File: src/rtl/controller_pkg.sv
// Shared decode constants for the MIPS-subset controller: opcodes, functs,
// control-field codes and instruction field positions.
package controller_pkg;

    localparam int OP_HI    = 31;
    localparam int OP_LO    = 26;
    localparam int RS_HI    = 25;
    localparam int RS_LO    = 21;
    localparam int RT_HI    = 20;
    localparam int RT_LO    = 16;
    localparam int RD_HI    = 15;
    localparam int RD_LO    = 11;
    localparam int FUNCT_HI = 5;
    localparam int FUNCT_LO = 0;

    localparam logic [5:0] OP_RTYPE = 6'b000000;
    localparam logic [5:0] OP_ORI   = 6'b001101;
    localparam logic [5:0] OP_LUI   = 6'b001111;
    localparam logic [5:0] OP_LW    = 6'b100011;
    localparam logic [5:0] OP_SW    = 6'b101011;
    localparam logic [5:0] OP_BEQ   = 6'b000100;
    localparam logic [5:0] OP_J     = 6'b000010;
    localparam logic [5:0] OP_JAL   = 6'b000011;

    localparam logic [5:0] FN_ADDU  = 6'b100001;
    localparam logic [5:0] FN_SUBU  = 6'b100011;
    localparam logic [5:0] FN_JR    = 6'b001000;

    typedef enum logic [1:0] {
        ALU_ADD = 2'b00,
        ALU_SUB = 2'b01,
        ALU_OR  = 2'b10,
        ALU_LUI = 2'b11
    } alu_ctrl_t;

    typedef enum logic [1:0] {
        DST_RT = 2'b00,
        DST_RD = 2'b01,
        DST_RA = 2'b10
    } reg_dst_t;

    typedef enum logic [1:0] {
        WD_ALU = 2'b00,
        WD_MEM = 2'b01,
        WD_PC8 = 2'b10
    } wd_sel_t;

    // One-hot instruction identity; all-zero means unsupported encoding.
    typedef struct packed {
        logic addu;
        logic subu;
        logic jr;
        logic nop;
        logic ori;
        logic lui;
        logic lw;
        logic sw;
        logic beq;
        logic j;
        logic jal;
    } instr_class_t;

    function automatic logic [5:0] opcode_of(input logic [31:0] instr);
        return instr[OP_HI:OP_LO];
    endfunction

    function automatic logic [5:0] funct_of(input logic [31:0] instr);
        return instr[FUNCT_HI:FUNCT_LO];
    endfunction

endpackage

File: src/rtl/controller_if.sv
// Instruction-in / control-out bundle between a pipeline stage and its decoder.
interface controller_if;
    logic [31:0] instruc;
    logic [1:0]  alu_ctrl;
    logic        alu_src;
    logic        ext_sign;
    logic        reg_write;
    logic [1:0]  reg_dst;
    logic [1:0]  wd_sel;
    logic        mem_write;
    logic        branch;
    logic        jump;
    logic        jump_reg;
    logic        illegal;
    logic        illegal_seen;

    modport master (
        output instruc,
        input  alu_ctrl, alu_src, ext_sign, reg_write, reg_dst, wd_sel,
        input  mem_write, branch, jump, jump_reg, illegal, illegal_seen
    );

    modport slave (
        input  instruc,
        output alu_ctrl, alu_src, ext_sign, reg_write, reg_dst, wd_sel,
        output mem_write, branch, jump, jump_reg, illegal, illegal_seen
    );
endinterface

File: src/rtl/controller_instr_class_decode.sv
// Recognises each supported encoding and raises exactly one identity flag,
// or none for an unsupported word.
module controller_instr_class_decode
    import controller_pkg::*;
(
    input  logic [31:0]  instruc,
    output instr_class_t cls
);

    logic [5:0] op;
    logic [5:0] fn;
    logic       rtype;

    assign op    = opcode_of(instruc);
    assign fn    = funct_of(instruc);
    assign rtype = (op == OP_RTYPE);

    always_comb begin
        cls      = '0;
        cls.nop  = (instruc == 32'h0000_0000);
        // The all-zero word is nop even though its funct field is not addu/subu/jr.
        cls.addu = rtype && (fn == FN_ADDU);
        cls.subu = rtype && (fn == FN_SUBU);
        cls.jr   = rtype && (fn == FN_JR);
        cls.ori  = (op == OP_ORI);
        cls.lui  = (op == OP_LUI);
        cls.lw   = (op == OP_LW);
        cls.sw   = (op == OP_SW);
        cls.beq  = (op == OP_BEQ);
        cls.j    = (op == OP_J);
        cls.jal  = (op == OP_JAL);
    end

endmodule

File: src/rtl/controller.sv
// Combinational MIPS-subset decoder: identity flags feed an OR-plane of
// control signals, plus a sticky record of unsupported encodings.
module controller
    import controller_pkg::*;
(
    input  logic          clk,
    input  logic          reset,
    controller_if.slave   bus
);

    instr_class_t cls;

    controller_instr_class_decode u_class (
        .instruc (bus.instruc),
        .cls     (cls)
    );

    always_comb begin
        bus.alu_ctrl  = ALU_ADD;
        bus.reg_dst   = DST_RT;
        bus.wd_sel    = WD_ALU;

        if (cls.lui)
            bus.alu_ctrl = ALU_LUI;
        else if (cls.ori)
            bus.alu_ctrl = ALU_OR;
        else if (cls.subu || cls.beq)
            bus.alu_ctrl = ALU_SUB;

        if (cls.jal)
            bus.reg_dst = DST_RA;
        else if (cls.addu || cls.subu)
            bus.reg_dst = DST_RD;

        if (cls.jal)
            bus.wd_sel = WD_PC8;
        else if (cls.lw)
            bus.wd_sel = WD_MEM;

        bus.alu_src   = cls.ori | cls.lui | cls.lw | cls.sw;
        bus.ext_sign  = cls.lw | cls.sw | cls.beq;
        bus.reg_write = cls.addu | cls.subu | cls.ori | cls.lui | cls.lw | cls.jal;
        bus.mem_write = cls.sw;
        bus.branch    = cls.beq;
        bus.jump      = cls.j | cls.jal;
        bus.jump_reg  = cls.jr;
        bus.illegal   = ~|cls;
    end

    always_ff @(posedge clk) begin
        if (reset)
            bus.illegal_seen <= 1'b0;
        else
            bus.illegal_seen <= bus.illegal_seen | bus.illegal;
    end

endmodule

File: src/flat_wrapper.sv
// flat-port wrapper written by rule: the top's interface ports become plain ports
module controller_flat import controller_pkg::*;
  (clk, reset, bus_instruc, bus_alu_ctrl, bus_alu_src, bus_ext_sign, bus_reg_write, bus_reg_dst, bus_wd_sel, bus_mem_write, bus_branch, bus_jump, bus_jump_reg, bus_illegal, bus_illegal_seen);
  controller_if bus_i ();
  input  logic clk;
  input  logic reset;
  input wire logic [$bits(bus_i.instruc)-1:0] bus_instruc;
  output wire logic [$bits(bus_i.alu_ctrl)-1:0] bus_alu_ctrl;
  output wire logic [$bits(bus_i.alu_src)-1:0] bus_alu_src;
  output wire logic [$bits(bus_i.ext_sign)-1:0] bus_ext_sign;
  output wire logic [$bits(bus_i.reg_write)-1:0] bus_reg_write;
  output wire logic [$bits(bus_i.reg_dst)-1:0] bus_reg_dst;
  output wire logic [$bits(bus_i.wd_sel)-1:0] bus_wd_sel;
  output wire logic [$bits(bus_i.mem_write)-1:0] bus_mem_write;
  output wire logic [$bits(bus_i.branch)-1:0] bus_branch;
  output wire logic [$bits(bus_i.jump)-1:0] bus_jump;
  output wire logic [$bits(bus_i.jump_reg)-1:0] bus_jump_reg;
  output wire logic [$bits(bus_i.illegal)-1:0] bus_illegal;
  output wire logic [$bits(bus_i.illegal_seen)-1:0] bus_illegal_seen;
  assign bus_i.instruc = bus_instruc;
  assign bus_alu_ctrl = bus_i.alu_ctrl;
  assign bus_alu_src = bus_i.alu_src;
  assign bus_ext_sign = bus_i.ext_sign;
  assign bus_reg_write = bus_i.reg_write;
  assign bus_reg_dst = bus_i.reg_dst;
  assign bus_wd_sel = bus_i.wd_sel;
  assign bus_mem_write = bus_i.mem_write;
  assign bus_branch = bus_i.branch;
  assign bus_jump = bus_i.jump;
  assign bus_jump_reg = bus_i.jump_reg;
  assign bus_illegal = bus_i.illegal;
  assign bus_illegal_seen = bus_i.illegal_seen;
  controller u_core (.clk(clk), .reset(reset), .bus(bus_i));
endmodule
File: config.mk
export PLATFORM = sky130hd
export DESIGN_NAME = controller_flat
export DESIGN_NICKNAME = d
export VERILOG_FILES = /design/src/rtl/controller_pkg.sv /design/src/rtl/controller_if.sv /design/src/rtl/controller_instr_class_decode.sv /design/src/rtl/controller.sv /design/src/flat_wrapper.sv
export SDC_FILE = /design/constraint.sdc
export NUM_CORES = 1
export LEC_CHECK = 0
export ABC_AREA = 0
export CAP_MARGIN = 20
export CORE_UTILIZATION = 25
export DETAILED_ROUTE_END_ITERATION = 10
export PLACE_DENSITY = 0.88
export SETUP_SLACK_MARGIN = 0.3
export SLEW_MARGIN = 20
export SYNTH_ARGS = -nofsm -noshare
export SYNTH_HDL_FRONTEND = slang
export SYNTH_SLANG_ARGS = --single-unit
File: constraint.sdc
create_clock -name clk -period 2.9 [get_ports clk]
set_input_delay 0.58 -clock clk [delete_from_list [all_inputs] [get_ports clk]]
set_output_delay 0.58 -clock clk [all_outputs]
set_load 0.1 [all_outputs]
### Word-level counts from Yosys, hierarchy flattened

Index checks and enable logic that the tools add are counted.

| storage, ports and cells | value |
|---|---|
| word-level logic and storage cells | 39 |
| bits in registers | 1 |
| output and inout bits | 15 |
| input bits | 34 |

| operators by class | value |
|---|---|
| bitwise gates (word level) | 12 |
| multiplexer cells | 7 |
| reduce and logical (&&, ||, !) cells | 9 |
| equality and inequality tests | 10 |

Operators with widths:

| operator | number |
|---|---|
| logical NOT 32 bit | 1 |
| equality test 6 bit, second input constant | 4 |
| equality test 6 x 4 -> 1 bit, second input constant | 3 |
| equality test 6 x 2 -> 1 bit, second input constant | 2 |
| bitwise OR 1 bit | 12 |
| OR reduction 11 bit | 1 |
| two-way mux 2 bit | 4 |
| equality test 6 x 3 -> 1 bit, second input constant | 1 |
| logical NOT 6 bit | 1 |
| logical AND 1 bit | 3 |
| two-way mux 1 bit | 3 |
| logical OR 1 bit | 2 |
| logical NOT 1 bit | 1 |

### Depth between registers and ports, before layout

Gate-level depths: netlist of the first run.

| logic depth | value |
|---|---|
| depth in word-level cells | 7 |
| mapped depth | 5 |
| gate-level depth less buffers | 4 |

### Modules after synthesis

Synthesis of the first run repeated with hierarchy kept, for this count alone.

| unflattened totals | value |
|---|---|
| cells, all modules | 53 |
| area total of the unflattened synthesis | 351.6 um^2 |

Modules (own cells, without submodules):

| module | cells an instance | area an instance (um^2) | instances |
|---|---|---|---|
| controller_instr_class_decode | 35 | 217.7 | 1 |
| controller | 18 | 133.9 | 1 |

### Worst setup path after synthesis of the first run

Ideal clock, no wire load.

| timing | value |
|---|---|
| kind | input-to-output |
| start | in bus_instruc[27] |
| end | out bus_mem_write |
| data arrival time | 2.847 ns |
| data required time | 2.320 ns |
| path slack | -0.527 ns |
| buffers on the path | 0 |
| stages on the path | 3 |
| cells stage by stage | nor2b_1 -> nand2_1 -> nor3_1 |

| on the way | value |
|---|---|
| longest elaborated chain between the ends | 1 |

Ends and longest elaborated chain:

| element | RTL line | source |
|---|---|---|
| start, declared | flat_wrapper.sv:7 | `input wire logic [$bits(bus_i.instruc)-1:0] bus_instruc;` |
| equality test 6 bit | controller_instr_class_decode.sv:28 | `cls.sw = (op == OP_SW);` |
| end, declared | flat_wrapper.sv:14 | `output wire logic [$bits(bus_i.mem_write)-1:0] bus_mem_write;` |

No other way between the ends.

### Worst setup path in the final report of the first run

| timing | value |
|---|---|
| start | in bus_instruc[30] |
| end | out bus_mem_write |

Same word-level chain as after synthesis.

==> results.toml, run 1 <==
[run_status]
outcome = "complete, no violations"

[yosys]
syn-cell-area_um2 = 354
synth-async-reset-ratio_pct = 0
ys_seq_elements = 1
yosysSeqAreaShare_pct = 5.65
synth_edf_count = 0
synth_cell_types = 28
synth_ff_type = "dfxtp_1"
syn_nets = 89
syn_area_per_cell_um2 = 6.44
synthCells = 55
yosysWarnings = 0

[drt]
drc = 0
first_pass_iters = 4
drt_iter0_markers = 13
postRouteAntennaNets = 0
num_vias = 720
wl_per_cell_um = 18.9
totalWireLength_mm = 2.39
viasPerCell = 5.71

[setup_path]
path_class = "in -> out"
arrival_ns = 2.08
worstSetupStartpointType = "input port"
cp.required_ns = 2.32
crit_path_end_kind = "output port"
cp_max_fo = 4

[global_routing]
overflow = 0
grt_pass1_wl_mm = 2.85
grt_usage_pct = 27.0
grt_pass1_vias = 689
grt_max_degree = 10
antenna_found_initial = 0

[timing]
finalSetupViolations = 0
max_slew_margin_pct = 70.0
worst_pin_slew_ns = 0.447
fmax_ghz = 0.376
fin_hold_ws_ns = 0.566
rsz0062_at_grt = "yes"
fin_skew_ns = 0
tns_ns = 0
fin_crit_sh_pct = 91.7
min_period_ns = 2.66
finalHoldViolations = 0
final_max_slew_viol_count = 0

[layout]
regMostFlops = "u_core.bus.illegal_seen"
multiInputGateArea_um2 = 402
instances_no_fill = 126
fin_util_pct = 90.2
diodes = 0
final_common_cell = "dlymetal6s2s_1"
fin_area_um2 = 1170
fill_cells = 51
nets = 147
area_delta_synth_final_pct = 231
drive_above_1_share_pct = 44.1
seqCellArea_um2 = 20.0
top_regs = "u_core.bus.illegal_seen: 1 flops"
largest_reg_flops = 1
layout_common_cells = "dlymetal6s2s_1 (15), buf_12 (14), buf_4 (11), clkdlybuf4s50_1 (10)"

[clocking]
cts_hold_buffers = 0
clk_latency_ns = 0
clk_pin_slew_worst_paths_ns = 0

[die]
pin_count = 49
rows = 13
dieArea_um2 = 1570
dieWidth_um = 39.6
die_h_um = 39.6
start_util_pct = 27.2
core_area_um2 = 1300

[placed_design]
gp_congestion = 0.785
dp_hpwl_mm = 1.41
dp_cells = 116
placed_cell_area_um2 = 1020
place.port_buffers = 48

[min_path]
hold_class = "reg -> reg"

[pwr]
powerDensity_nw_per_um2 = 135
p_leak_nw = 0.574
ir_drop_mv = 0.0854

[flow_run]
max_cap_viol_count = 0
[repair_timing]
action / 4_1_cts / 5_1_grt
cloned: 0 / 0
setup endpoints to repair: 8 / 6
gates resized for setup: 15 / 19
pin swaps: 8 / 11
buffers inserted: 8 / 2
[per-layer routing]
layer | GRT usage (%) | vias up | share of wire, %
li1 | - | 316 | -
met1 | 26.5 | 335 | 36
met2 | 52.5 | 55 | 48
met3 | 5.68 | 14 | 10
met4 | 12.1 | 0 | 5.8
met5 | 0 | - | 0
[Yosys cell counts, drive strengths merged (2+ instances only)]
master | instances | area [um2]
inv | 3 | 11.3
nor2 | 9 | 36.3
nor3 | 6 | 35.0
nor4 | 4 | 25.0
nand3 | 3 | 20.0
nor2b | 2 | 12.5
a21oi | 3 | 15.0
buf | 2 | 18.8
and3 | 4 | 32.5
nand2 | 7 | 26.3
[stage by stage]
| stage | setup slack [ns] | power [mW] |
|---|---|---|
| after detailed placement | 0.119 | 0.145 |
| after CTS | 0.297 | 0.153 |
| after global placement | 0.166 | 0.142 |
| after global routing | 0.184 | 0.164 |
| after floorplan | -0.527 | 0.0740 |
| final | 0.242 | 0.159 |
[power breakdown]
group          total, mW  internal [mW]  switching [mW]
Sequential        0.0157         0.0150        0.000683
Clock                  0              0               0
Combinational      0.143         0.0661          0.0772
[worst paths after layout]
| path | start | end | slack, ns | depth (start not counted) |
|---|---|---|---|---|
| setup reg to reg | u_core.bus.illegal_seen | u_core.bus.illegal_seen | 2.17 | 2 |
| hold reg to reg | u_core.bus.illegal_seen | u_core.bus.illegal_seen | 0.57 | 2 |
| hold / removal | u_core.bus.illegal_seen | u_core.bus.illegal_seen | 0.57 | 2 |
| setup / recovery | bus_instruc[30] | bus_mem_write | 0.24 | 5 |
[cells by family (layout without fill, tap and decap cells)]
group | Yosys count | in the layout | share of synthesized area, %
simple gates | 39 | 39 | 62.2
compound gates | 10 | 10 | 23.7
buf+inv | 5 | 61 | 8.48
flops | 1 | 1 | 5.65
[cell type report]
| class | instances | share of cell area [%] |
|---|---|---|
| inverters | 3 | 0.959 |
| flip-flops and latches | 1 | 1.71 |
| well taps | 15 | 1.60 |
| repair buffers | 58 | 61.5 |
| multi-input cells | 49 | 34.2 |
[critical path, stage by stage]
cell and delay (ns):
clkdlybuf4s50_1 0.49, inv_1 0.17, nand2_1 0.16, nor3_1 0.43
buf_12 0.23
(Power assumes the default switching activity.)
==> inputs of run 2 (changes only) <==
--- a/config.mk
+++ b/config.mk
@@ -9,7 +9,7 @@
 export CAP_MARGIN = 20
 export CORE_UTILIZATION = 25
 export DETAILED_ROUTE_END_ITERATION = 10
-export PLACE_DENSITY = 0.88
+export PLACE_DENSITY = 0.83
 export SETUP_SLACK_MARGIN = 0.3
 export SLEW_MARGIN = 20
 export SYNTH_ARGS = -nofsm -noshare
==> run 2 against run 1 <==
  * Setup slack improved by 0.026 ns
  * Sequential power is essentially flat
  * First-iteration DRC count down 15%
  * Die area unchanged
  * Worst hold slack got worse by 0.0096 ns
  * Via count decreased by 4.4%
  * Core utilization down 0.096 points
  * Critical path depth is 1 higher
  * Design area fell by 0.11%
  * Flip-flop and latch count unchanged
  * Critical endpoint is now bus_illegal
==> results.toml, run 2 (synthesis gave the netlist of run 1 again) <==
[layout]
fill_cells = 47
regMostFlops = "u_core.bus.illegal_seen"
final_common_cell = "dlymetal6s2s_1"
layout_common_cells = "dlymetal6s2s_1 (16), buf_12 (14), clkdlybuf4s50_1 (13), buf_4 (10), nand2_1 (7)"
diodes = 0
instances_no_fill = 125
nets = 146
fin_util_pct = 90.1
top_regs = "u_core.bus.illegal_seen: 1 flops"
largest_reg_flops = 1
area_delta_synth_final_pct = 231
multiInputGateArea_um2 = 402
seqCellArea_um2 = 20.0
drive_above_1_share_pct = 43.6

[timing]
worst_pin_slew_ns = 0.377
setup_ws_ns = 0.267
final_max_slew_viol_count = 0
fin_crit_sh_pct = 90.8
finalHoldViolations = 0
finalSetupViolations = 0
fin_hold_ws_ns = 0.556
rsz0062_at_grt = "yes"
fin_skew_ns = 0
min_period_ns = 2.63
max_slew_margin_pct = 74.7
fmax_ghz = 0.380

[drt]
drc = 0
wl_met3_um = 143
wl_met2_mm = 1.20
topRoutingLayerUsed = "met4"
wl_per_cell_um = 18.1
drt_iter0_markers = 11
totalWireLength_mm = 2.26
viasPerCell = 5.50
first_pass_iters = 4
wl_met1_um = 872
postRouteAntennaNets = 0
num_vias = 688

[clocking]
clk_latency_ns = 0
clk_pin_slew_worst_paths_ns = 0
cts_hold_buffers = 0

[flow_run]
max_cap_viol_count = 0

[die]
die_h_um = 39.6
core_area_um2 = 1300
start_util_pct = 27.2
pin_count = 49
rows = 13
dieWidth_um = 39.6
dieArea_um2 = 1570

[global_routing]
antenna_found_initial = 0
overflow = 0
grt_max_degree = 10
grt_usage_pct = 22.0
grt_pass1_vias = 638
grt_pass1_wl_mm = 2.42

[min_path]
hold_class = "reg -> reg"
min-delay-start = "u_core.bus.illegal_seen"

[setup_path]
path_class = "in -> out"
r2r-start = "u_core.bus.illegal_seen"
crit_path_start = "bus_instruc[10]"
arrival_ns = 2.05
crit_path_end_kind = "output port"
worstSetupStartpointType = "input port"
cp.required_ns = 2.32
cp_max_fo = 2
regToRegSetupSlack_ns = 2.16

[pwr]
p_int_mw = 0.0821
switching_share_pct = 48.3
power_switching_mw = 0.0767
pwr-share-seq_pct = 9.9
p_leak_nw = 0.573
powerDensity_nw_per_um2 = 135
combPwrFrac_pct = 90.1
clockPowerShare_pct = 0
ir_drop_mv = 0.0872

[run_status]
outcome = "complete, no violations"

[placed_design]
pre_cts_ws_ns = 0.109
dp_cells = 116
dp_hpwl_mm = 1.33
place.port_buffers = 48
gp_congestion = 0.767
-- run 2: cell types whose count changed in the layout (fill, tap and decap cells not counted), sizes merged --
cell / delta
dlygate4sd2: -3
dlymetal6s2s: +1
buf: -1
clkdlybuf4s50: +3
clkdlybuf4s15: -1
-- run 2: final cells by class --
class                      instances  share of cell area (%)
timing repair buffer              57                    61.5
multi-input combinational         49                    34.3
sequential                         1                    1.71
tap                               15                    1.60
inverter                           3                   0.961
-- run 2: metal layers --
layer | vias up | track usage [%]
met2 | 50 | 47.5
li1 | 318 | -
met3 | 6 | 2.27
met1 | 314 | 22.1
met5 | - | 0
met4 | 0 | 1.72
-- run 2: through the flow --
step,power (mW),cell area [um2],TNS (ns)
after CTS,0.153,1100,0
after global routing,0.164,1170,0
final,0.159,1170,0
after floorplan,0.0740,402,-1.36
after global placement,0.142,1020,0
after detailed placement,0.144,1020,0
-- run 2: worst paths after layout --
kind | end | cells after the start
max | bus_illegal | 6
min | u_core.bus.illegal_seen | 2
max reg2reg | u_core.bus.illegal_seen | 2
min reg2reg | u_core.bus.illegal_seen | 2
-- run 2: what timing repair did --
item	4_1_cts	5_1_grt
resized for setup	11	19
hold endpoints to repair	0	0
pin swaps	5	9
endpoints found under the setup margin	10	7
buffers inserted	7	2
-- run 2: critical path, cell delays in order --
cell and delay [ns]:
clkdlybuf4s50_1 0.43, nor4_2 0.21, nand4_1 0.17, o211ai_1 0.33, a22oi_2 0.15, buf_12 0.18
-- run 2: power groups by stage --
stage | registers [mW] | logic, mW | clock network (mW)
6_report | 0.0157 | 0.143 | 0
5_1_grt | 0.0158 | 0.149 | 0
4_1_cts | 0.0157 | 0.137 | 0
3_5_place_dp | 0.0157 | 0.129 | 0
3_3_place_gp | 0.0157 | 0.126 | 0
2_1_floorplan | 0.0223 | 0.0517 | 0
